**src/rtl/cpu_pkg.sv**
```systemverilog
// Shared CPU definitions: opcodes, instruction layout, fetch FSM encoding.
// Latency: n/a (package only, no logic).
// Backpressure: n/a.
//
// Instruction word layout (16 bits): [15:12] opcode, [11:8] reserved, [7:0] imm.
package cpu_pkg;

  localparam int PC_W    = 8;
  localparam int INSTR_W = 16;

  // Field positions inside an instruction word
  localparam int OPC_MSB  = 15;
  localparam int OPC_LSB  = 12;
  localparam int RSVD_MSB = 11;
  localparam int RSVD_LSB = 8;
  localparam int IMM_MSB  = 7;
  localparam int IMM_LSB  = 0;

  // Opcode map
  localparam logic [3:0] OPC_NOP  = 4'h0;
  localparam logic [3:0] OPC_LOAD = 4'h1;
  localparam logic [3:0] OPC_ADD  = 4'h2;
  localparam logic [3:0] OPC_JMP  = 4'h6;
  localparam logic [3:0] OPC_OUT  = 4'h8;
  localparam logic [3:0] OPC_HALT = 4'hF;

  // Packed view of an instruction word; field order matches the positions above
  typedef struct packed {
    logic [OPC_MSB-OPC_LSB:0]   opcode;
    logic [RSVD_MSB-RSVD_LSB:0] rsvd;
    logic [IMM_MSB-IMM_LSB:0]   imm;
  } instr_t;

  // Fetch FSM state encoding
  typedef enum logic [1:0] {
    ST_IDLE  = 2'd0,
    ST_FETCH = 2'd1,
    ST_HALT  = 2'd2
  } fetch_state_e;

  // Sequential successor of a PC; wraps 8'hFF -> 8'h00 by width truncation
  function automatic logic [PC_W-1:0] pc_plus1(input logic [PC_W-1:0] pc);
    return pc + 1'b1;
  endfunction

endpackage

```
**src/rtl/program_counter.sv**
```systemverilog
// Program counter register: load-target, increment or hold.
// Latency: 1 cycle from i_load/i_inc to o_pc; load wins over increment.
// Backpressure: none; the caller simply leaves both controls low to hold.
//
// Ports:
//   clk, rst_n  - clock, async active-low reset (loads RESET_PC)
//   i_load      - load i_load_pc next edge
//   i_load_pc   - load target
//   i_inc       - advance by one (modulo 256) next edge
//   o_pc        - current PC
module program_counter
  import cpu_pkg::*;
#(
  parameter logic [PC_W-1:0] RESET_PC = '0
) (
  input  logic            clk,
  input  logic            rst_n,
  input  logic            i_load,
  input  logic [PC_W-1:0] i_load_pc,
  input  logic            i_inc,
  output logic [PC_W-1:0] o_pc
);

  logic [PC_W-1:0] r_pc;

  always_ff @(posedge clk or negedge rst_n) begin
    if (!rst_n) begin
      r_pc <= RESET_PC;
    end else if (i_load) begin
      r_pc <= i_load_pc;
    end else if (i_inc) begin
      r_pc <= pc_plus1(r_pc);
    end
  end

  assign o_pc = r_pc;

endmodule

```
**src/rtl/fetch_unit.sv**
```systemverilog
// Instruction fetch: drives ROM address from PC, registers the word into IR,
// resolves JMP and HALT locally, honours execute-stage redirects.
// Latency: ROM is read combinationally; a fetched word appears in ir the next cycle.
// Backpressure: ir_valid/ir_ready; while ir_valid && !ir_ready, ir, ir_pc and pc hold.
//
// Ports:
//   clk, rst_n         - clock, async active-low reset
//   en                 - leave IDLE and start fetching
//   rom_addr/rom_data  - zero-latency ROM port (rom_addr == pc always)
//   ir, ir_pc          - registered instruction and the address it came from
//   ir_valid/ir_ready  - handshake toward decode
//   redir_valid/_pc    - PC redirect from execute (ignored in IDLE)
//   halted             - high while the FSM sits in HALT
module fetch_unit
  import cpu_pkg::*;
#(
  parameter logic [PC_W-1:0] RESET_PC = 8'h00,
  parameter logic [3:0]      OP_JMP   = 4'h6,
  parameter logic [3:0]      OP_HALT  = 4'hF
) (
  input  logic               clk,
  input  logic               rst_n,
  input  logic               en,
  output logic [PC_W-1:0]    rom_addr,
  input  logic [INSTR_W-1:0] rom_data,
  output logic [INSTR_W-1:0] ir,
  output logic [PC_W-1:0]    ir_pc,
  output logic               ir_valid,
  input  logic               ir_ready,
  input  logic               redir_valid,
  input  logic [PC_W-1:0]    redir_pc,
  output logic               halted
);

  fetch_state_e    r_state;
  fetch_state_e    w_state_nxt;

  instr_t          r_ir;
  logic [PC_W-1:0] r_ir_pc;
  logic            r_ir_valid;

  instr_t          w_instr;
  logic [PC_W-1:0] w_pc;
  logic            w_slot;
  logic            w_pc_load;
  logic [PC_W-1:0] w_pc_target;
  logic            w_pc_inc;
  logic            w_ir_load;
  logic            w_ir_valid_nxt;

  assign w_instr = instr_t'(rom_data);

  // A fetch slot exists only when the IR is free or being drained this cycle.
  assign w_slot = (r_state == ST_FETCH) && (!r_ir_valid || ir_ready);

  program_counter #(
    .RESET_PC (RESET_PC)
  ) u_pc (
    .clk       (clk),
    .rst_n     (rst_n),
    .i_load    (w_pc_load),
    .i_load_pc (w_pc_target),
    .i_inc     (w_pc_inc),
    .o_pc      (w_pc)
  );

  // FSM state register
  always_ff @(posedge clk or negedge rst_n) begin
    if (!rst_n) begin
      r_state <= ST_IDLE;
    end else begin
      r_state <= w_state_nxt;
    end
  end

  // Next-state and datapath controls
  always_comb begin
    w_state_nxt    = r_state;
    w_pc_load      = 1'b0;
    w_pc_target    = redir_pc;
    w_pc_inc       = 1'b0;
    w_ir_load      = 1'b0;
    w_ir_valid_nxt = r_ir_valid;

    if (redir_valid && (r_state != ST_IDLE)) begin
      // Redirect beats everything: flush IR even if decode is taking it,
      // and discard this cycle's ROM word.
      w_state_nxt    = ST_FETCH;
      w_pc_load      = 1'b1;
      w_pc_target    = redir_pc;
      w_ir_valid_nxt = 1'b0;
    end else begin
      case (r_state)
        ST_IDLE: begin
          if (ir_ready) begin
            w_ir_valid_nxt = 1'b0;
          end
          if (en) begin
            w_state_nxt = ST_FETCH;
          end
        end

        ST_FETCH: begin
          if (w_slot) begin
            if (w_instr.opcode == OP_JMP) begin
              // Resolved here and not forwarded, so decode sees one bubble.
              w_pc_load   = 1'b1;
              w_pc_target = w_instr.imm;
              if (ir_ready) begin
                w_ir_valid_nxt = 1'b0;
              end
            end else if (w_instr.opcode == OP_HALT) begin
              // PC parks on the HALT word; only a redirect moves it again.
              w_state_nxt = ST_HALT;
              if (ir_ready) begin
                w_ir_valid_nxt = 1'b0;
              end
            end else begin
              w_ir_load      = 1'b1;
              w_ir_valid_nxt = 1'b1;
              w_pc_inc       = 1'b1;
            end
          end
        end

        ST_HALT: begin
          if (ir_ready) begin
            w_ir_valid_nxt = 1'b0;
          end
        end

        default: begin
          w_state_nxt    = ST_IDLE;
          w_ir_valid_nxt = 1'b0;
        end
      endcase
    end
  end

  // Instruction register
  always_ff @(posedge clk or negedge rst_n) begin
    if (!rst_n) begin
      r_ir       <= '0;
      r_ir_pc    <= '0;
      r_ir_valid <= 1'b0;
    end else begin
      r_ir_valid <= w_ir_valid_nxt;
      if (w_ir_load) begin
        r_ir    <= w_instr;
        r_ir_pc <= w_pc;
      end
    end
  end

  assign rom_addr = w_pc;
  assign ir       = r_ir;
  assign ir_pc    = r_ir_pc;
  assign ir_valid = r_ir_valid;
  assign halted   = (r_state == ST_HALT);

endmodule

```
**config.mk**
```make
export PLATFORM = sky130hd
export DESIGN_NAME = fetch_unit
export DESIGN_NICKNAME = d
export VERILOG_FILES = /design/src/rtl/cpu_pkg.sv /design/src/rtl/program_counter.sv /design/src/rtl/fetch_unit.sv
export SDC_FILE = /design/constraint.sdc
export NUM_CORES = 1
export LEC_CHECK = 0
export ABC_AREA = 0
export CORE_MARGIN = 8
export CORE_UTILIZATION = 47
export DETAILED_ROUTE_END_ITERATION = 10
export PLACE_DENSITY = 0.84
export SETUP_SLACK_MARGIN = 0.15
export SLEW_MARGIN = 40
export SYNTH_ARGS = -nofsm -noshare
export SYNTH_HDL_FRONTEND = slang
export SYNTH_SLANG_ARGS = --single-unit
```
**constraint.sdc**
```tcl
create_clock -name clk -period 6.2 [get_ports clk]
set_clock_uncertainty 0.15 [all_clocks]
set_input_delay 1.55 -clock clk [delete_from_list [all_inputs] [get_ports clk]]
set_output_delay 1.55 -clock clk [all_outputs]
set_load 0.02 [all_outputs]
```
==> results.ini, run 1 <==
[clock_network]
cts_resized=0
root_buffer=clkbuf_4
clk_pin_slew_ps=100
clockBufferDepth=2
numCtsBuffers=5
htreeDepth=2
post-cts-setup-buffers=0
cts_hold_buf=0
clock_sinks=35
clk_latency_ps=350
cts_tree=yes

[worst_setup_path]
endpoint_kind=flop
startpoint_type=primary input
path_class=primary input to flop
max_stage_delay_ps=650
r2r_slack_ps=3770
cp_max_fo=35
slowest_stage=clkdlybuf4s50_1
worstPathBufferInverterCount=2
critical_path_required_ps=6340
crit_chain=clkdlybuf4s50_1 > xnor2_1 > a2111oi_4 > buf_4 > or3b_1 > a31oi_1 > a21o_1
reg2reg_to=u_pc.o_pc[5]
cp.arrival_ps=3890
r2r_cells=6
reg2reg_from=r_state[1]
cp_top_family=buffers and inverters

[floorplan]
ios=63
fp-row-count=22
die-area_sq_um=5799
die_y_um=76.15
coreArea_sq_um=3578
start_util_pct=47.52
die_x_um=76.15

[placed_design]
dp_hpwl_um=3270
gp_congestion=0.8397
place_ws_ps=2107
io_buffers=62

[pwr]
p_total_mw=0.7682
ir_drop_uv=254.9
power.density_nw_per_um2=317.8
leakage_nw=0.9608

[route]
viasPerCell=5.673
routedWlPerCell_um=17.90
final_antenna_net_count=0
drt_iter0_markers=71
dr.pass1.iters=4
drcViolationCount=0
wl_um=4546
dr_total_vias=1441

[finish]
layout_common_cells=clkdlybuf4s50_1 (61), dfrtp_1 (35), mux2_2 (25), nor2_1 (8), a21oi_1 (6)
drive_above_1_share_pct=17.96
fillers=277
area_growth_pct=42.16
final_nets=235
final_common_cell=clkdlybuf4s50_1
antennaDiodeCount=0

[worst_hold_path]
hold_start=ir_pc[7]
hold_depth=1
hold_path_class=flop to flop
hold_path_end=ir_pc[7]

[synthesis]
synth.avg_cell_area_sq_um=11.97
synthFlopType=dfrtp_1
synthDistinctLibCells=40
ys_warn_count=0
synth_nets=172
synth-xor-area-share_pct=0.5151
synth_compound_area_share_pct=15.31
synth-seq-cells=35
synthMuxAreaShare_pct=17.14
syn-cell-area_sq_um=1700
synth_edf_count=0
synth-simple-area-share_pct=12.14
synth_top_family_by_area=multiplexers
ys_async_sr_fraction_pct=100.0
synth.yosys.seq_area_share_pct=51.51
syn_inst=142
synth_adder_area_share_pct=0.7358

[timing]
min_period_ps=3754
rsz0062_at_grt=false
slew_headroom_pct=42.38
drv_slew=0
fmax_ghz=0.2664
min_period_over_period_pct=60.54
worst_slew_pin_slew_ps=855.3
setup-violations-final=0
layout_setup_ws_ps=2446
hold_viol_final=0
timing.setup.tns_ps=0

[run]
drv_cap=0

[global_route]
grtUsageTotal_pct=15.71
grt_overflow=0
grt_max_degree=36
antenna_found_initial=0
grt_pass1_wl_um=7521
grt_pass1_vias=1564

[status]
outcome=complete, no violations

report_power, final:
group / internal [mW] / switching (mW) / total (mW)
clock network: 0.0667 / 0.0748 / 0.142
logic: 0.160 / 0.144 / 0.304
registers: 0.280 / 0.0423 / 0.323
total: 0.507 / 0.261 / 0.768
state kept, by name, indices dropped and copies added (netlist names):
signal     flops
u_pc.o_pc      8
r_state        2
ir_valid       1
ir            16
ir_pc          8
cells by family after synthesis:
kind of cell | count (synthesis)
XOR/XNOR | 1
adder cells (fa/ha/maj) | 1
flip-flops | 35
multiplexers | 26
AO/OA/AOI/OAI | 33
AND/OR/NAND/NOR | 37
buffers and inverters | 9
synthesized netlist by cell type, drive strengths merged (2+ instances only):
cell / instances / area, sq um
o21ai: 2 / 10.01
o22ai: 5 / 31.28
a211oi: 4 / 30.03
nor3: 3 / 15.01
or4: 2 / 15.01
dfrtp: 35 / 875.8
inv: 2 / 7.510
o32a: 2 / 20.02
nand3: 4 / 20.02
a31oi: 2 / 12.51
nand2: 5 / 18.77
and3: 3 / 18.77
nor2b: 3 / 18.77
buf: 5 / 30.02
a21oi: 6 / 30.03
mux2: 25 / 281.5
clkbuf: 2 / 7.510
a21o: 3 / 22.52
or3b: 2 / 17.52
nor2: 8 / 30.03
worst max-delay path by stage:
stage	start	end	depth (start not counted)
final	rom_data[15]	u_pc.o_pc[5]	7
after detailed placement	rom_data[12]	u_pc.o_pc[5]	7
after global routing	rom_data[15]	u_pc.o_pc[5]	7
after CTS	rom_data[15]	u_pc.o_pc[5]	7
after global placement	rom_data[12]	u_pc.o_pc[6]	7
after floorplan	rom_data[12]	ir[10]	5
worst register-to-register path: stages (launching register included):
cell and delay, ps:
dfrtp_1 480, nand2b_1 270, a2111oi_4 320, buf_4 420, or3b_1 410, a31oi_1 190, a21o_1 110
per-layer routing:
layer	GRT usage, %	wire length [um]	vias up
met5	0	0	-
met3	7.311	392	9
met2	25.28	2165	65
met1	17.61	1927	702
met4	6.154	60	0
li1	-	-	665
through the flow:
stage / std cells / utilization, % / hold slack [ps] / cell area, sq um
2_1_floorplan: 142 / - / 379.9 / 1700
3_3_place_gp: 246 / 65.56 / 338.5 / 2346
3_5_place_dp: 246 / 65.56 / 345.7 / 2346
4_1_cts: 254 / 67.48 / 368.7 / 2415
5_1_grt: 254 / 67.55 / 385.0 / 2417
6_report: 254 / 67.55 / 367.0 / 2417
area by class of cell:
type,instances,area (sq um),share of cell area (%)
repair buffers,63,625.6,25.88
multi-input cells,98,779.5,32.25
well taps,48,60.06,2.484
clock buffers,8,68.82,2.847
inverters,2,7.507,0.3106
flip-flops and latches,35,875.8,36.23
Power figures use the tool's default switching activity.
==> run 2, diff against run 1 <==
--- a/config.mk
+++ b/config.mk
@@ -7,9 +7,9 @@
 export LEC_CHECK = 0
 export ABC_AREA = 0
 export CORE_MARGIN = 8
-export CORE_UTILIZATION = 47
+export CORE_UTILIZATION = 40
 export DETAILED_ROUTE_END_ITERATION = 10
-export PLACE_DENSITY = 0.84
+export PLACE_DENSITY = 0.76
 export SETUP_SLACK_MARGIN = 0.15
 export SLEW_MARGIN = 40
 export SYNTH_ARGS = -nofsm -noshare
==> constraint.sdc (replaced) <==
create_clock -name clk -period 3.08 [get_ports clk]
set_clock_uncertainty 0.15 [all_clocks]
set_input_delay 0.77 -clock clk [delete_from_list [all_inputs] [get_ports clk]]
set_output_delay 0.77 -clock clk [all_outputs]
set_load 0.02 [all_outputs]
==> run 2 against run 1 <==
Effect of this change:
- total power rose by 110%
- via count increased by 0.69%
- sequential cell count unchanged
- die area rose by 14%
- sequential share of layout area decreased by 0.75 points
- highest routed layer unchanged
==> results.ini, run 2 (same netlist as run 1, synthesis figures left out) <==
[route]
routedWlPerCell_um=18.45  ; was 17.90 um
drt_iter0_markers=96  ; was 71
wl_um=4779  ; was 4546 um
dr_total_vias=1451  ; was 1441
drcViolationCount=0  ; unchanged
final_antenna_net_count=0  ; unchanged
dr.pass1.iters=4  ; unchanged
viasPerCell=5.602  ; was 5.673

[floorplan]
die_x_um=81.20  ; was 76.15 um
die_y_um=81.20  ; was 76.15 um
die-area_sq_um=6593  ; was 5799 sq um
ios=63  ; unchanged
coreArea_sq_um=4058  ; was 3578 sq um
start_util_pct=41.91  ; was 47.52%
fp-row-count=23  ; was 22

[finish]
finalNonFillerCells=259  ; was 254
area_growth_pct=45.18  ; was 42.16%
final_nets=239  ; was 235
layout_common_cells=clkdlybuf4s50_1 (61), dfrtp_1 (35), mux2_2 (25), nor2_1 (8)  ; was clkdlybuf4s50_1 (61), dfrtp_1 (35), mux2_2 (25), nor2_1 (8), a21oi_1 (6)
final_common_cell=clkdlybuf4s50_1  ; unchanged
antennaDiodeCount=0  ; unchanged
largest_reg_flops=16  ; unchanged
design_area_sq_um=2469  ; was 2417 sq um
drive_above_1_share_pct=19.62  ; was 17.96%

[worst_hold_path]
hold_path_class=primary input to async pin  ; was flop to flop

[clock_network]
clockBufferDepth=2  ; unchanged
clk_pin_slew_ps=70  ; was 100 ps
post-cts-setup-buffers=0  ; unchanged
numCtsBuffers=5  ; unchanged
cts_hold_buf=0  ; unchanged
cts_resized=0  ; unchanged
htreeDepth=2  ; unchanged
root_buffer=clkbuf_8  ; was clkbuf_4
clock_sinks=35  ; unchanged
clk_latency_ps=290  ; was 350 ps
cts_tree=yes  ; unchanged

[pwr]
p_total_mw=1.607  ; was 0.7682 mW
clkPwrFrac_pct=20.5  ; was 18.4%
swShare_pct=33.50  ; was 33.99%
intPower_mw=1.069  ; was 0.5071 mW
power.density_nw_per_um2=651.0  ; was 317.8 nW/um^2
p_seq_share_pct=40.5  ; was 42.0%
p_sw_mw=0.5384  ; was 0.2611 mW
comb_power_share_pct=38.9  ; was 39.6%
ir_drop_uv=394.6  ; was 254.9 uV
leakage_nw=0.9887  ; was 0.9608 nW

[global_route]
grtUsageMet1_pct=17.31  ; was 17.61%
grt_overflow=0  ; unchanged
grt_pass1_vias=1555  ; was 1564
grt_pass1_wl_um=7714  ; was 7521 um
top_usage_layer=met2  ; unchanged
antenna_found_initial=0  ; unchanged
gr-usage-met3_pct=7.285  ; was 7.311%
met2_usage_pct=23.98  ; was 25.28%
grt_max_degree=36  ; unchanged
grtUsageTotal_pct=15.33  ; was 15.71%

[run]
drv_cap=0  ; unchanged

[placed_design]
io_buffers=62  ; unchanged
dp_hpwl_um=3657  ; was 3270 um
gp_congestion=0.8223  ; was 0.8397
placed_cells=252  ; was 246
place_area_sq_um=2379  ; was 2346 sq um

[worst_setup_path]
critical_path_required_ps=3140  ; was 6340 ps
startpoint_type=primary input  ; unchanged
endpoint=u_pc.o_pc[3]  ; was u_pc.o_pc[5]
max_stage_delay_ps=640  ; was 650 ps
cp_num_cells=7  ; unchanged
cp_max_fo=15  ; was 35
cp.arrival_ps=2800  ; was 3890 ps
cp_top_family=buffers and inverters  ; unchanged
crit_chain=clkdlybuf4s50_1 > xnor2_1 > a2111oi_4 > buf_4 > nand4_1 > mux2_2 > a21oi_1  ; was clkdlybuf4s50_1 > xnor2_1 > a2111oi_4 > buf_4 > or3b_1 > a31oi_1 > a21o_1
critPathLaunch=rom_data[15]  ; unchanged
reg2reg_from=r_state[1]  ; unchanged
r2r_slack_ps=970  ; was 3770 ps
slowest_stage=clkdlybuf4s50_1  ; unchanged
endpoint_kind=flop  ; unchanged
reg2reg_to=u_pc.o_pc[0]  ; was u_pc.o_pc[5]
r2r_cells=4  ; was 6
path_class=primary input to flop  ; unchanged
worstPathBufferInverterCount=2  ; unchanged

[status]
outcome=complete, no violations  ; unchanged

[timing]
fmax_ghz=0.3657
rsz0062_at_grt=false  ; unchanged
min_period_over_period_pct=88.77
worst_slew_pin_slew_ps=557.1  ; was 855.3 ps
min_period_ps=2734
setup-violations-final=0  ; unchanged
slew_headroom_pct=62.78  ; was 42.38%
hold_ws_ps=276.3  ; was 367.0 ps
timing.setup.tns_ps=0  ; unchanged
drv_slew=0  ; unchanged
hold_viol_final=0  ; unchanged

run 2: cell count changes in the layout (fill, tap and decap cells not counted), sizes merged:
cell    previous run  this run
buf                2         6
clkinv             0         1
clkbuf             8         6
run 2: cell type report:
class / count / area [sq um]
multi-input cells: 98 / 779.5
clock buffers: 6 / 82.58
clock inverters: 1 / 5.005
inverters: 2 / 7.507
flip-flops and latches: 35 / 875.8
fillers: 314 / 1589
repair buffers: 67 / 655.6
well taps: 50 / 62.56
run 2: worst min-delay path by stage:
| stage | depth (start not counted) | slack [ps] | to | startpoint |
|---|---|---|---|---|
| after CTS | 1 | 360 | ir[9] | ir[9] |
| after floorplan | 0 | 320 | ir[0] | rst_n |
| after detailed placement | 1 | 350 | ir[12] | ir[12] |
| after global placement | 1 | 340 | ir_pc[7] | ir_pc[7] |
| final | 1 | 280 | u_pc.o_pc[5] | rst_n |
| after global routing | 1 | 300 | u_pc.o_pc[5] | rst_n |
run 2: worst register-to-register path, cell delays in order (launching register included):
cell      delay [ps]
dfrtp_1          460
nand2b_1         270
or4_1            660
a221oi_1         370
a211oi_1          80
run 2: stage by stage:
stage	utilization, %	worst slack (ps)
2_1_floorplan	-	651.7
3_3_place_gp	58.62	121.6
3_5_place_dp	58.62	70.97
4_1_cts	60.78	376.1
5_1_grt	60.84	189.1
6_report	60.84	345.8
run 2: power by group through the flow:
stage	registers (mW)	logic, mW	clock network [mW]
floorplan	0.774	0.183	0
global placement	0.650	0.617	0
detailed placement	0.659	0.631	0
CTS	0.653	0.635	0.339
global route	0.672	0.666	0.358
finish	0.652	0.626	0.330
run 2: per-layer routing:
metal  up-vias  wire, um
met5         -         0
li1        669         -
met3         7       411
met2        57      2390
met4         0        78
met1       718      1898
==> edit, RTL diff (settings of run 1) <==
Make the reset (`rst_n`) synchronous in 3 clocked blocks. Comments in the files are not updated.
--- a/src/rtl/program_counter.sv
+++ b/src/rtl/program_counter.sv
@@ -23,7 +23,7 @@
 
   logic [PC_W-1:0] r_pc;
 
-  always_ff @(posedge clk or negedge rst_n) begin
+  always_ff @(posedge clk) begin
     if (!rst_n) begin
       r_pc <= RESET_PC;
     end else if (i_load) begin
--- a/src/rtl/fetch_unit.sv
+++ b/src/rtl/fetch_unit.sv
@@ -65,7 +65,7 @@
   );
 
   // FSM state register
-  always_ff @(posedge clk or negedge rst_n) begin
+  always_ff @(posedge clk) begin
     if (!rst_n) begin
       r_state <= ST_IDLE;
     end else begin
@@ -138,7 +138,7 @@
   end
 
   // Instruction register
-  always_ff @(posedge clk or negedge rst_n) begin
+  always_ff @(posedge clk) begin
     if (!rst_n) begin
       r_ir       <= '0;
       r_ir_pc    <= '0;
Function: differs if rst_n is asserted again (counterexample within 4 cycles, from zero or initial values and one cycle with rst_n low); with rst_n held inactive, the same outputs for 10 cycles.
==> edit against run 1 <==
Worst setup slack improved by 0.31 ns; design area fell by 4.9%; via count grew 12%; routed wire length down 1.6%; sequential cell count did not move; critical path depth shrank 1; area after synthesis is 7.3% lower; first-iteration DRC count up 70%; worst hold slack worse by 0.060 ns.
Power is not compared: it rests on default switching activity, and its combinational part moved more than twofold at a synthesized area within 25%.
==> edit: results (changes against run 1) <==
status=completed (unchanged); Layout fillers=276 (was 277); top layer in use=met4 (unchanged); first-pass GRT wire length=6982 um (was 7521 um); DRT iter0 DRCs=121 (was 71); Clk Latency, worst-skew pair=0.34 ns; syn_area_per_cell=8.211 um2 (was 11.97 um2); Worst EP arrival=3.55 ns (was 3.89 ns); met1 usage in global routing=0.2024 (was 0.1761); vias in the first global route=1,509 (was 1,564); largest cells by area after synthesis=dfxtp_1 (44%), nand2_1 (13%), a21oi_1 (8.6%) (was dfrtp_1 (52%), mux2_2 (17%), o22ai_1 (1.8%)); CP startpoint=rom_data[12] (was rom_data[15]); DP HPWL=3421 um (was 3270 um); sequential element share of the synthesized area=0.4444 (was 0.5151); share of flip-flops with an asynchronous set or reset=0 (was 1.000); reg2reg start=r_state[0] (was r_state[1]); Syn Nets=222 (was 172); hold path cells=2 (was 1); post-synthesis cell type count=36 (was 40); WL final=4471 um (was 4546 um); routability cong.=0.8755 (was 0.8397); Worst R2R Setup Slack=4.20 ns (was 3.77 ns); Synth warnings=0 (unchanged); Leak Pwr=0.0007939 uW; largest net degree at the start of global routing=26 (was 36); Synth area leader=dfxtp_1 (was dfrtp_1); Cell Count, Final, Fillers Out=302 (was 254); Critical Path Fanout Max=22 (was 35); slowest stage delay, CP=0.57 ns (was 0.65 ns); pre-CTS setup slack=2.420 ns (was 2.107 ns); most common library cells after synthesis=nand2_1 (56), dfxtp_1 (35), a21oi_1 (27) (was dfrtp_1 (35), mux2_2 (25), nor2_1 (8)); routed vias/inst=5.334 (was 5.673); GRT met3 Usage=0.05048 (was 0.07311); CTS max path bufs=2 (unchanged); fraction of layout cells with a size suffix above 1=0.06641 (was 0.1796); met3 wire length=335 um (was 392 um); hold_sp=ir[1] (was ir_pc[7]); worst r2r dst=u_pc.o_pc[0] (was u_pc.o_pc[5]); Placement Cell Area=2230 um2 (was 2346 um2); met2 wire len=2121 um (was 2165 um); DRT met1 WL=1928 um (was 1927 um); worst r2r path cells=5 (was 6); global-route usage over all layers=0.1642 (was 0.1571); Worst Hold End=ir[1] (was ir_pc[7]); Worst Tran Pin Value=0.7968 ns (was 0.8553 ns); nets=285 (was 235)
-- edit: changes by cell type after synthesis, moves of 4 or more --
cell	change
a21oi_1	+21
dfrtp_1	-35
dfxtp_1	+35
mux2_2	-24
nand2_1	+51
nand2b_1	+4
o21ai_0	+4
o22ai_1	-4
-- edit: cells by family after synthesis --
kind of cell,share of synthesized area
AO/OA/AOI/OAI,0.2024
XOR/XNOR,0.02778
adder cells (fa/ha/maj),0.01428
multiplexers,0.007142
AND/OR/NAND/NOR,0.2690
flip-flops,0.4444
buffers and inverters,0.03492
-- edit: worst max-delay path by stage --
stage / endpoint / slack (ns)
after floorplan: u_pc.o_pc[1] / 3.42
after global placement: u_pc.o_pc[2] / 2.33
after detailed placement: u_pc.o_pc[0] / 2.42
after CTS: u_pc.o_pc[0] / 2.76
after global routing: u_pc.o_pc[7] / 2.61
final: u_pc.o_pc[0] / 2.75
-- edit: worst reg2reg max path: stages (launching register included) --
cell and delay (ns):
dfxtp_1 0.43, nor2b_1 0.23, o2111ai_2 0.36, buf_4 0.36, xor2_1 0.16, a211oi_1 0.22
-- edit: stage by stage --
stage / hold slack, ns / util
after floorplan: 0.3827 / -
after global placement: 0.2913 / 0.6743
after detailed placement: 0.2967 / 0.6789
after CTS: 0.3116 / 0.6998
after global routing: 0.3283 / 0.6998
final: 0.3069 / 0.6998
-- edit: report_power, final --
group          switching [uW]  total [uW]  leakage, uW  internal, uW
Clock                    74.7         141    0.0000386          66.7
Combinational            48.7        95.7     0.000470          47.0
Sequential               9.46         245     0.000285           235
-- edit: layout make-up --
class | count | area share
Multi-Input combinational cell | 147 | 0.3571
Timing Repair Buffer | 64 | 0.2798
Clock buffer | 8 | 0.02994
Sequential cell | 35 | 0.3048
Tap cell | 46 | 0.02504
Inverter | 2 | 0.003266
